**src/rtl/sreg_tx_pkg.sv**
```systemverilog
// Shared definitions for the AVR serial shift registers: FSM encoding and frame length.
// SREG_TX_PARITY_EN appends one even-parity bit to every transmitted frame.
package sreg_tx_pkg;

    typedef enum logic [1:0] {
        IDLE  = 2'b00,
        SHIFT = 2'b01,
        DONE  = 2'b10
    } sreg_state_t;

`ifdef SREG_TX_PARITY_EN
    localparam int PARITY_BITS = 1;
`else
    localparam int PARITY_BITS = 0;
`endif

    function automatic int frame_len(input int addr_width, input int data_width);
        return addr_width + data_width + PARITY_BITS;
    endfunction

endpackage

```
**src/rtl/sreg_tx_div.sv**
```systemverilog
// Bit-period divider: counts enabled cycles and ticks on the last cycle of each DIV-cycle period.
module sreg_tx_div #(
    parameter int DIV = 2
) (
    input  logic clk,
    input  logic reset,
    input  logic clear,
    input  logic en,
    output logic tick
);

    localparam int CNT_W = (DIV > 1) ? $clog2(DIV) : 1;
    localparam logic [CNT_W-1:0] LAST = CNT_W'(DIV - 1);

    logic [CNT_W-1:0] cnt;

    assign tick = en && (cnt == LAST);

    // A disabled cycle holds the count, which is what freezes a paused frame.
    always_ff @(posedge clk) begin
        if (reset || clear) begin
            cnt <= '0;
        end else if (en) begin
            cnt <= (cnt == LAST) ? '0 : cnt + 1'b1;
        end
    end

endmodule

```
**src/rtl/sreg_tx.sv**
```systemverilog
// Serial-out transmitter: loads {addr, data} and shifts it MSB-first to the AVR.
// Define SREG_TX_PARITY_EN to append an even-parity bit after the data LSB.
module sreg_tx
    import sreg_tx_pkg::*;
#(
    parameter int ADDR_WIDTH = 21,
    parameter int DATA_WIDTH = 8,
    parameter int DIV        = 2
) (
    input  logic                  avr_clk,
    input  logic                  avr_reset,
    input  logic                  avr_sreg_en_n,
    input  logic                  load,
    input  logic [ADDR_WIDTH-1:0] addr,
    input  logic [DATA_WIDTH-1:0] data,
    output logic                  avr_so,
    output logic                  busy,
    output logic                  done
);

    localparam int FRAME_LEN = frame_len(ADDR_WIDTH, DATA_WIDTH);
    localparam int CNT_W     = $clog2(FRAME_LEN + 1);
    localparam logic [CNT_W-1:0] LAST_BIT = CNT_W'(FRAME_LEN - 1);

    sreg_state_t state, next_state;
    logic [FRAME_LEN-1:0] shreg, next_shreg;
    logic [FRAME_LEN-1:0] load_frame;
    logic [CNT_W-1:0]     bit_cnt, next_bit_cnt;
    logic                 tick;
    logic                 div_en;
    logic                 div_clear;

`ifdef SREG_TX_PARITY_EN
    assign load_frame = {addr, data, ^{addr, data}};
`else
    assign load_frame = {addr, data};
`endif

    assign div_en    = (state == SHIFT) && !avr_sreg_en_n;
    assign div_clear = (state != SHIFT);

    sreg_tx_div #(
        .DIV(DIV)
    ) u_div (
        .clk  (avr_clk),
        .reset(avr_reset),
        .clear(div_clear),
        .en   (div_en),
        .tick (tick)
    );

    always_ff @(posedge avr_clk) begin
        if (avr_reset) begin
            state   <= IDLE;
            shreg   <= '0;
            bit_cnt <= '0;
        end else begin
            state   <= next_state;
            shreg   <= next_shreg;
            bit_cnt <= next_bit_cnt;
        end
    end

    // Loads are honoured only from IDLE, so a frame in flight is never disturbed.
    always_comb begin
        next_state   = state;
        next_shreg   = shreg;
        next_bit_cnt = bit_cnt;
        case (state)
            IDLE: begin
                if (load && !avr_sreg_en_n) begin
                    next_shreg   = load_frame;
                    next_bit_cnt = '0;
                    next_state   = SHIFT;
                end
            end
            SHIFT: begin
                if (tick) begin
                    next_shreg   = {shreg[FRAME_LEN-2:0], 1'b0};
                    next_bit_cnt = bit_cnt + 1'b1;
                    if (bit_cnt == LAST_BIT) begin
                        next_state = DONE;
                    end
                end
            end
            DONE: begin
                next_bit_cnt = '0;
                next_state   = IDLE;
            end
            default: begin
                next_state = IDLE;
            end
        endcase
    end

    assign avr_so = (state == SHIFT) && shreg[FRAME_LEN-1];
    assign busy   = (state == SHIFT);
    assign done   = (state == DONE);

endmodule
```
**config.mk**
```make
export PLATFORM = sky130hd
export DESIGN_NAME = sreg_tx
export DESIGN_NICKNAME = d
export VERILOG_FILES = /design/src/rtl/sreg_tx_pkg.sv /design/src/rtl/sreg_tx_div.sv /design/src/rtl/sreg_tx.sv
export SDC_FILE = /design/constraint.sdc
export NUM_CORES = 1
export LEC_CHECK = 0
export CORE_UTILIZATION = 25
export CTS_CLUSTER_DIAMETER = 30
export DETAILED_ROUTE_END_ITERATION = 6
export GPL_TIMING_DRIVEN = 0
export HOLD_SLACK_MARGIN = 0.02
export PLACE_DENSITY = 0.49
export REMOVE_ABC_BUFFERS = 1
export SETUP_SLACK_MARGIN = 0.1
export SYNTH_ARGS = -nofsm -noshare
export SYNTH_HDL_FRONTEND = slang
export SYNTH_SLANG_ARGS = --single-unit
```
**constraint.sdc**
```tcl
create_clock -name avr_clk -period 1.8 [get_ports avr_clk]
set_input_delay 0.45 -clock avr_clk [delete_from_list [all_inputs] [get_ports avr_clk]]
set_output_delay 0.45 -clock avr_clk [all_outputs]
set_load 0.05 [all_outputs]
```
# Word-level counts from Yosys, hierarchy flattened
# Index checks and enable logic that the tools add are counted.
totals:
  input_bits: 33
  latch_bits: 0
  reg_bits: 37
  ramBits: 0
  word_cells: 36
  memories: 0
  rom_bits: 0
classes:
  magnitude_cmp: 0
  n_addsub: 2
  n_reduce_logical: 12
  div_mod_pow: 0
  mul: 0
  muxes: 11
  shifts: 0
  n_eq_ne: 7
  bitwise: 0
op_table:
  columns: ["op", "count"]
  rows:
  - ["29-bit two-way mux", 2]
  - ["29-bit one-hot mux with 2 select lines", 1]
  - ["5-bit one-hot mux with 3 select lines", 1]
  - ["5-bit two-way mux", 2]
  - ["3-bit AND reduction", 3]
  - ["2-bit two-way mux", 3]
  - ["2-bit by 1-bit != test with 1-bit output, second input constant", 3]
  - ["5-bit by 1-bit adder with 5-bit output, second input constant", 1]
  - ["5-bit equality test, second input constant", 1]
  - ["1-bit logical AND", 4]
  - ["2-bit one-hot mux with 2 select lines", 1]
  - ["3-bit nonzero test", 1]
  - ["2-bit by 1-bit equality test with 1-bit output, second input constant", 1]
  - ["2-bit equality test, second input constant", 1]
  - ["2-bit logical NOT", 1]
  - ["2-bit != test, second input constant", 1]
  - ["2-bit nonzero test", 1]
  - ["1-bit adder, second input constant", 1]
  - ["1-bit logical NOT", 1]
  - ["1-bit logical OR", 1]
  - ["1-bit two-way mux", 1]

# Depth between registers and ports, before layout
# Gate-level depths: netlist of run 1.
depth:
  depth_word: 5
  depth_mapped: 7
  ltp_nobuf: 6

# By module
# A second synthesis of run 1 with hierarchy kept.
unflattened:
  hier_cells: 179
  hier_area_um2: 1750.4
modules_own_cells:
  columns: ["mod", "cells_per_inst", "area_each_um2", "n_inst"]
  rows:
  - ["sreg_tx", 175, 1704.1, 1]
  - ["sreg_tx_div", 4, 46.3, 1]

# Worst setup path before layout of run 1
# OpenSTA, ideal clock, no wires.
synth_path:
  path_kind: "register to output"
  startpoint: "register state[1]"
  endpoint: "output avr_so"
  slack_ps: -136
  stages_incl_launch_ff: 6
  path_buffers: 2
  arrival_time_ps: 1486
  path_cell_list: "dfxtp_1 -> nand2b_1 -> buf_2 -> inv_2 -> buf_2 -> and2_1"
synth_between:
  elab_chain_len: 2
synth_lines:
  columns: ["item", "line", "text"]
  rows:
  - ["start: declaration", "sreg_tx.sv:25", "sreg_state_t state, next_state;"]
  - ["start signal: assignment", "sreg_tx.sv:58", "state <= next_state;"]
  - ["2-bit by 1-bit equality test with 1-bit output", null, null]
  - ["via busy", "sreg_tx.sv:17", "output logic busy,"]
  - ["1-bit logical AND", "sreg_tx.sv:96", "assign avr_so = (state == SHIFT) && shreg[FRAME_LEN-1];"]
  - ["end: declaration", "sreg_tx.sv:16", "output logic avr_so,"]
# The timed path passes the listed nets, and every way through them passes these cells.

# Worst setup path after layout of run 1
layout_path:
  startpoint: "register state[1]"
  endpoint: "output avr_so"
layout_between:
  elab_chain_len: 2
layout_lines:
  columns: ["item", "line"]
  rows:
  - ["2-bit by 1-bit equality test with 1-bit output", "sreg_tx.sv:96"]
  - ["1-bit logical AND", "sreg_tx.sv:96"]
# Every way passes these cells.

==> out/metrics.yaml, run 1 <==
route:
  avgViaCountPerCell: 4.90
  wl_per_cell_um: 12.9
  antenna_left: 0
  firstDrtPassIters: 6
  drt_wl_total_mm: 4.18
  drc: 2
  num_vias: 1588
  drt_iter0_drc: 69
yosys:
  netlist_area_mm2: 0.00169
  yosysUniqueCellTypes: 31
  yosysTopAreaCellShare_pct: 43.9
  async_flop_share_pct: 0
  synth_flop_cell: "dfxtp_1"
  yosys.area.top_type: "dfxtp_1"
  yosysWarningCount: 0
  syn_inst: 213
  synthTopCellsByArea: "dfxtp_1 44%, a311oi_1 16%, nand2_1 13%"
  synth_seq_area_share_pct: 43.9
  syn_area_per_cell_um2: 7.92
  synth_seq_cells: 37
  synth_edf_count: 0
power_and_ir_drop:
  power_frac_comb_pct: 17.2
  p_int_uw: 1280
  pwr_density_cell_mw_per_mm2: 771
  pwr-share-clk_pct: 31.9
  power_uw: 1750
  p_sw_uw: 471
  seqPwrFrac_pct: 50.9
  leakage_uw: 0.000830
  vdd_drop_max_mv: 0.236
  swShare_pct: 26.9
floorplan:
  start_util_pct: 26.3
  ios: 36
  dieArea_mm2: 0.00708
  die_h_um: 84.1
  floorplan.rows: 29
  design.core.area_mm2: 0.00642
  fp.dieW_um: 84.1
clock_tree:
  numClockSinks: 37
  worstSkewPairLatency_ns: 0.29
  clockBufferDepth: 2
  cts_buffers: 5
  root_buffer: "clkbuf_8"
  cts_tree: "yes"
  ctsHtreeMaxLevel: 2
  ctsHoldBuffers: 0
  path_clk_slew_ns: 0.07
cells_and_area:
  finalCoreUtilization_pct: 35.4
  n_antenna_cell: 0
  finalInstanceArea_mm2: 0.00227
  layout-drive-gt1-share_pct: 12.1
  instances_no_fill: 324
  fill_cells: 683
  nNetsFinal: 281
  syn_to_final_growth_pct: 34.6
placement:
  post_dp_cell_area_mm2: 0.00208
  place_hpwl_mm: 2.40
  dp.cells: 308
  port_buffers: 35
  gp_congestion: 0.735
setup_path:
  path_class: "flop to output pin"
  setup.worst_path.end_class: "output pin"
  start_kind: "flop"
  path_cells: "nand2b_4, inv_12, and2_4, buf_6"
  arrival_ns: 1.21
  critPathRequiredTime_ns: 1.35
  cp_top_family: "flip-flops"
  max_stage_delay_ns: 0.35
  worstPathMaxFanout: 6
  slowest_stage: "dfxtp_4"
  path_buf_inv: 2
sta:
  rsz0062_at_grt: "false"
  finalSetupViolCount: 0
  period_needed_ns: 1.66
  skew_ns: 0.00649
  fin_crit_sh_pct: 92.0
  tns_ns: 0
  max_freq_ghz: 0.604
  tightest_slew_ns: 0.713
  maxSlewHeadroom_pct: 52.5
  report.final.slew_viol_count: 0
  hold_violations: 0
global_route:
  grt_util_all_layers_pct: 12.8
  grt_first_pass_wirelength_mm: 7.10
  grt_max_degree: 39
  grt_pass1_vias: 1440
  antenna_found_initial: 0
  global_route.overflow_total: 0
run:
  maxCapViolations: 0
run_status:
  outcome: "finished, violations left"
  violations: "DRC"
min_path:
  hold_class: "flop to flop"
routing by layer:
metal | track usage (%) | share of wire, % | vias to the layer above
met4 | 5.17 | 1.8 | 0
met5 | 0 | 0 | -
met1 | 16.9 | 50 | 736
met3 | 3.64 | 4.2 | 6
li1 | - | - | 818
met2 | 19.8 | 44 | 28
power groups by stage:
stage / combinational, uW / sequential [uW] / clock [uW]
final: 301 / 892 / 559
after global placement: 267 / 914 / 0
after CTS: 306 / 891 / 589
after global routing: 339 / 897 / 617
after detailed placement: 276 / 914 / 0
after floorplan: 141 / 908 / 0
cell usage after synthesis (2+ instances only):
cell and instances:
nand2_1 58, dfxtp_1 37, nor2_1 31, a311oi_1 30, buf_2 8, clkbuf_1 8
a21oi_1 4, nand3_1 4, inv_1 3, nor3_1 3, a31oi_1 2, a41oi_1 2
buf_4 2, ha_1 2, nand2b_1 2, nand4b_1 2
cell type report:
cell class	instances	area, um2	area share (%)
clock buffer	6	72.6	3.20
clock inverter	2	10.0	0.441
inverter	4	27.5	1.21
multi-input combinational	154	867	38.2
sequential	37	748	32.9
tap	77	96.3	4.24
timing repair buffer	43	440	19.4
timing repair inverter	1	8.76	0.386
cell usage in the layout, fill, tap and decap left out, types with 3 or more instances in the layout:
master / instances
a311oi_1: 30
buf_4: 6
nand3_1: 4
clkbuf_8: 5
nand2_1: 58
dfxtp_1: 35
inv_1: 3
clkdlybuf4s50_1: 29
nor2_1: 30
a21oi_1: 4
nor3_1: 3
metrics by stage:
stage	setup slack [ns]	hold WS, ns
after floorplan	-0.804	0.435
after global placement	-2.20	0.462
after detailed placement	-1.84	0.465
after CTS	0.0892	0.476
after global routing	0.100	0.493
final	0.145	0.474
final timing paths:
path                                  end  startpoint  slack, ns  cells past startpoint
worst min-delay path            shreg[21]   shreg[20]       0.47                      2
worst max register to register  shreg[13]    state[0]       0.26                      7
worst min register to register  shreg[21]   shreg[20]       0.47                      2
worst max-delay path               avr_so    state[1]       0.14                      4
repair_timing:
item / CTS / global route
setup endpoints to repair: 35 / 33
resized for setup: 26 / 7
cloned: 2 / 0
pin swaps: 1 / 3
buffers inserted: 6 / 0
hold endpoints to repair: 0 / 0
state kept, by name, indices dropped and copies added (netlist names):
| name | cells |
|---|---|
| shreg | 29 |
| bit_cnt | 5 |
| state | 2 |
| u_div.cnt | 1 |
tightest hold or removal path: stages, from the launching register on:
cell and delay (ns):
dfxtp_1 0.31, nand2_1 0.05, a311oi_1 0.07
cells by family (layout without fill, tap and decap cells):
group | after synthesis | after routing | synth area share (%)
and+or+nand+nor | 107 | 108 | 26.7
AOI/OAI and AO/OA | 42 | 42 | 20.2
DFF | 37 | 37 | 43.9
buffers and inverters | 23 | 56 | 6.60
adders and majority gates | 2 | 2 | 1.48
xor gates and xnor gates | 1 | 1 | 0.519
muxes | 1 | 1 | 0.593
(Power assumes the default switching activity.)
==> run 2, diff against run 1 <==
--- a/config.mk
+++ b/config.mk
@@ -12,7 +12,7 @@
 export HOLD_SLACK_MARGIN = 0.02
 export PLACE_DENSITY = 0.49
 export REMOVE_ABC_BUFFERS = 1
-export SETUP_SLACK_MARGIN = 0.1
+export SETUP_SLACK_MARGIN = 0.05
 export SYNTH_ARGS = -nofsm -noshare
 export SYNTH_HDL_FRONTEND = slang
 export SYNTH_SLANG_ARGS = --single-unit
==> constraint.sdc (replaced) <==
create_clock -name avr_clk -period 1.9 [get_ports avr_clk]
set_input_delay 0.475 -clock avr_clk [delete_from_list [all_inputs] [get_ports avr_clk]]
set_output_delay 0.475 -clock avr_clk [all_outputs]
set_load 0.05 [all_outputs]
==> out/metrics.yaml, run 2 (same netlist as run 1, synthesis figures left out) <==
placement:
  gp_congestion: 0.735  # unchanged
  place_hpwl_mm: 2.40  # unchanged
  post_dp_cell_area_mm2: 0.00208  # unchanged
  dp_worst_setup_slack_ns: -1.77  # +0.0750 ns
  port_buffers: 35  # unchanged
setup_path:
  critPathRequiredTime_ns: 1.42  # +0.07 ns
  start_kind: "flop"
  reg2reg_slack_ns: 0.42  # +0.16 ns
  max_stage_delay_ns: 0.37  # +0.02 ns
  path_buf_inv: 2  # unchanged
  reg2regPathDepth: 5  # -2
  arrival_ns: 1.31  # +0.10 ns
  timing.rr.start: "state[1]"
  path_cells: "nand2b_4, clkinv_8, and2_1, buf_4"
  cp_top_family: "flip-flops"
  rr_endpoint: "bit_cnt[3]"
  path_class: "flop to output pin"
  worstPathMaxFanout: 11  # +5
  slowest_stage: "dfxtp_4"
  setup.worst_path.end_class: "output pin"
global_route:
  grt_first_pass_wirelength_mm: 6.90  # -2.8%
  grt_max_degree: 39  # unchanged
  grt_util_all_layers_pct: 12.4  # -0.42 points
  antenna_found_initial: 0  # unchanged
  global_route.overflow_total: 0  # unchanged
  grt_pass1_vias: 1420  # -1.4%
power_and_ir_drop:
  p_sw_uw: 445  # -5.5%
  vdd_drop_max_mv: 0.224  # -4.9%
  p_int_uw: 1210  # -5.4%
  power_frac_comb_pct: 16.8  # -0.4 points
  pwr_density_cell_mw_per_mm2: 736  # -4.6%
  power_uw: 1660  # -5.4%
  pwr-share-clk_pct: 31.9  # about the same
  leakage_uw: 0.000805  # -3.0%
  seqPwrFrac_pct: 51.2  # +0.3 points
  swShare_pct: 26.9  # about the same
run_status:
  violations: "DRC"
  outcome: "finished, violations left"
sta:
  setup_ws_ns: 0.119  # -0.0254 ns
  skew_ns: 0.00720  # +0.000708 ns
  tightest_slew_ns: 0.735  # +0.0227 ns
  finalSetupViolCount: 0  # unchanged
  max_freq_ghz: 0.562
  fin_crit_sh_pct: 93.7
  hold_violations: 0  # unchanged
  report.final.slew_viol_count: 0  # unchanged
  period_needed_ns: 1.78
  rsz0062_at_grt: "false"
  maxSlewHeadroom_pct: 51.0  # -1.5 points
cells_and_area:
  finalInstanceArea_mm2: 0.00225  # -0.83%
  largest_reg_flops: 29  # unchanged
  final_common_cell: "nand2_1"
  syn_to_final_growth_pct: 33.5
  n_antenna_cell: 0  # unchanged
  nNetsFinal: 280  # -0.36%
  regArea_um2: 748  # unchanged
  layout-drive-gt1-share_pct: 10.2  # -2.0 points
  fill_cells: 690  # +1.0%
  multi_input_area_um2: 857  # -1.2%
  regMostFlops: "shreg"
  biggestRegsByFlops: "shreg: 29 flops, bit_cnt: 5 flops, state: 2 flops"
  final_cell_mix: "58 x nand2_1, 35 x dfxtp_1, 31 x nor2_1, 31 x clkdlybuf4s50_1, 30 x a311oi_1"
floorplan:
  design.core.area_mm2: 0.00642  # unchanged
  floorplan.rows: 29  # unchanged
  fp.dieW_um: 84.1  # unchanged
  ios: 36  # unchanged
  start_util_pct: 26.3  # unchanged
  die_h_um: 84.1  # unchanged
  dieArea_mm2: 0.00708  # unchanged
route:
  wl_met2_mm: 1.89  # +3.5%
  avgViaCountPerCell: 4.87  # -0.70%
  num_vias: 1572  # -1.0%
  firstDrtPassIters: 6  # unchanged
  top_layer: "met4"
  drc: 2  # unchanged
  drt-met1-wl_mm: 2.05  # -2.5%
  drt_iter0_drc: 80  # +16%
  antenna_left: 0  # unchanged
  wl_met3_um: 173  # -0.57%
  wl_per_cell_um: 13.0  # +0.60%
  drt_wl_total_mm: 4.19  # +0.29%
clock_tree:
  path_clk_slew_ns: 0.07  # about the same
  cts_tree: "yes"
  ctsHtreeMaxLevel: 2  # unchanged
  numClockSinks: 37  # unchanged
  root_buffer: "clkbuf_8"
  ctsHoldBuffers: 0  # unchanged
  worstSkewPairLatency_ns: 0.29  # about the same
  clockBufferDepth: 2  # unchanged
  cts_buffers: 5  # unchanged
min_path:
  min_to: "state[0]"
  min_from: "state[1]"
  hold_class: "flop to flop"
  hold_depth: 1  # -1
run:
  maxCapViolations: 0  # unchanged
## run 2: worst max path at each step
stage,endpoint,from,cells after the start
2_1_floorplan,shreg[10],state[0],3
3_3_place_gp,shreg[22],load,4
3_5_place_dp,avr_so,state[1],4
4_1_cts,avr_so,state[1],4
5_1_grt,shreg[7],load,6
6_report,avr_so,state[1],4
## run 2: timing repair
item | 4_1_cts | 5_1_grt
gates resized for setup | 22 | 2
hold endpoints to repair | 0 | 0
setup buffers | 1 | 4
gates cloned | 1 | 1
setup endpoints to repair | 35 | 2
## run 2: layout make-up
| type | instances | area share (%) |
|---|---|---|
| timing repair buffer | 42 | 19.2 |
| clock inverter | 2 | 0.444 |
| tap | 77 | 4.28 |
| multi-input combinational | 154 | 38.1 |
| sequential | 37 | 33.2 |
| clock buffer | 6 | 3.22 |
| inverter | 4 | 1.22 |
| timing repair inverter | 1 | 0.389 |
## run 2: power groups by stage
stage	clock (uW)	sequential [uW]	combinational [uW]
2_1_floorplan	0	860	134
3_3_place_gp	0	866	253
3_5_place_dp	0	866	262
4_1_cts	558	850	269
5_1_grt	585	854	313
6_report	529	849	279
## run 2: metrics by stage
stage          setup TNS (ns)  std cells  utilization (%)  hold slack, ns
4_1_cts                     0        318             34.2           0.476
3_5_place_dp           -25.18        308             32.4           0.465
2_1_floorplan          -21.40        194                -           0.435
3_3_place_gp           -67.07        306             31.7           0.462
6_report                    0        323             35.1           0.467
5_1_grt                     0        323             35.1           0.491
## run 2: routing by layer
metal / GRT usage [%] / up-vias
met4: 5.17 / 0
met5: 0 / -
met2: 19.5 / 28
li1: - / 814
met3: 3.64 / 6
met1: 15.9 / 724
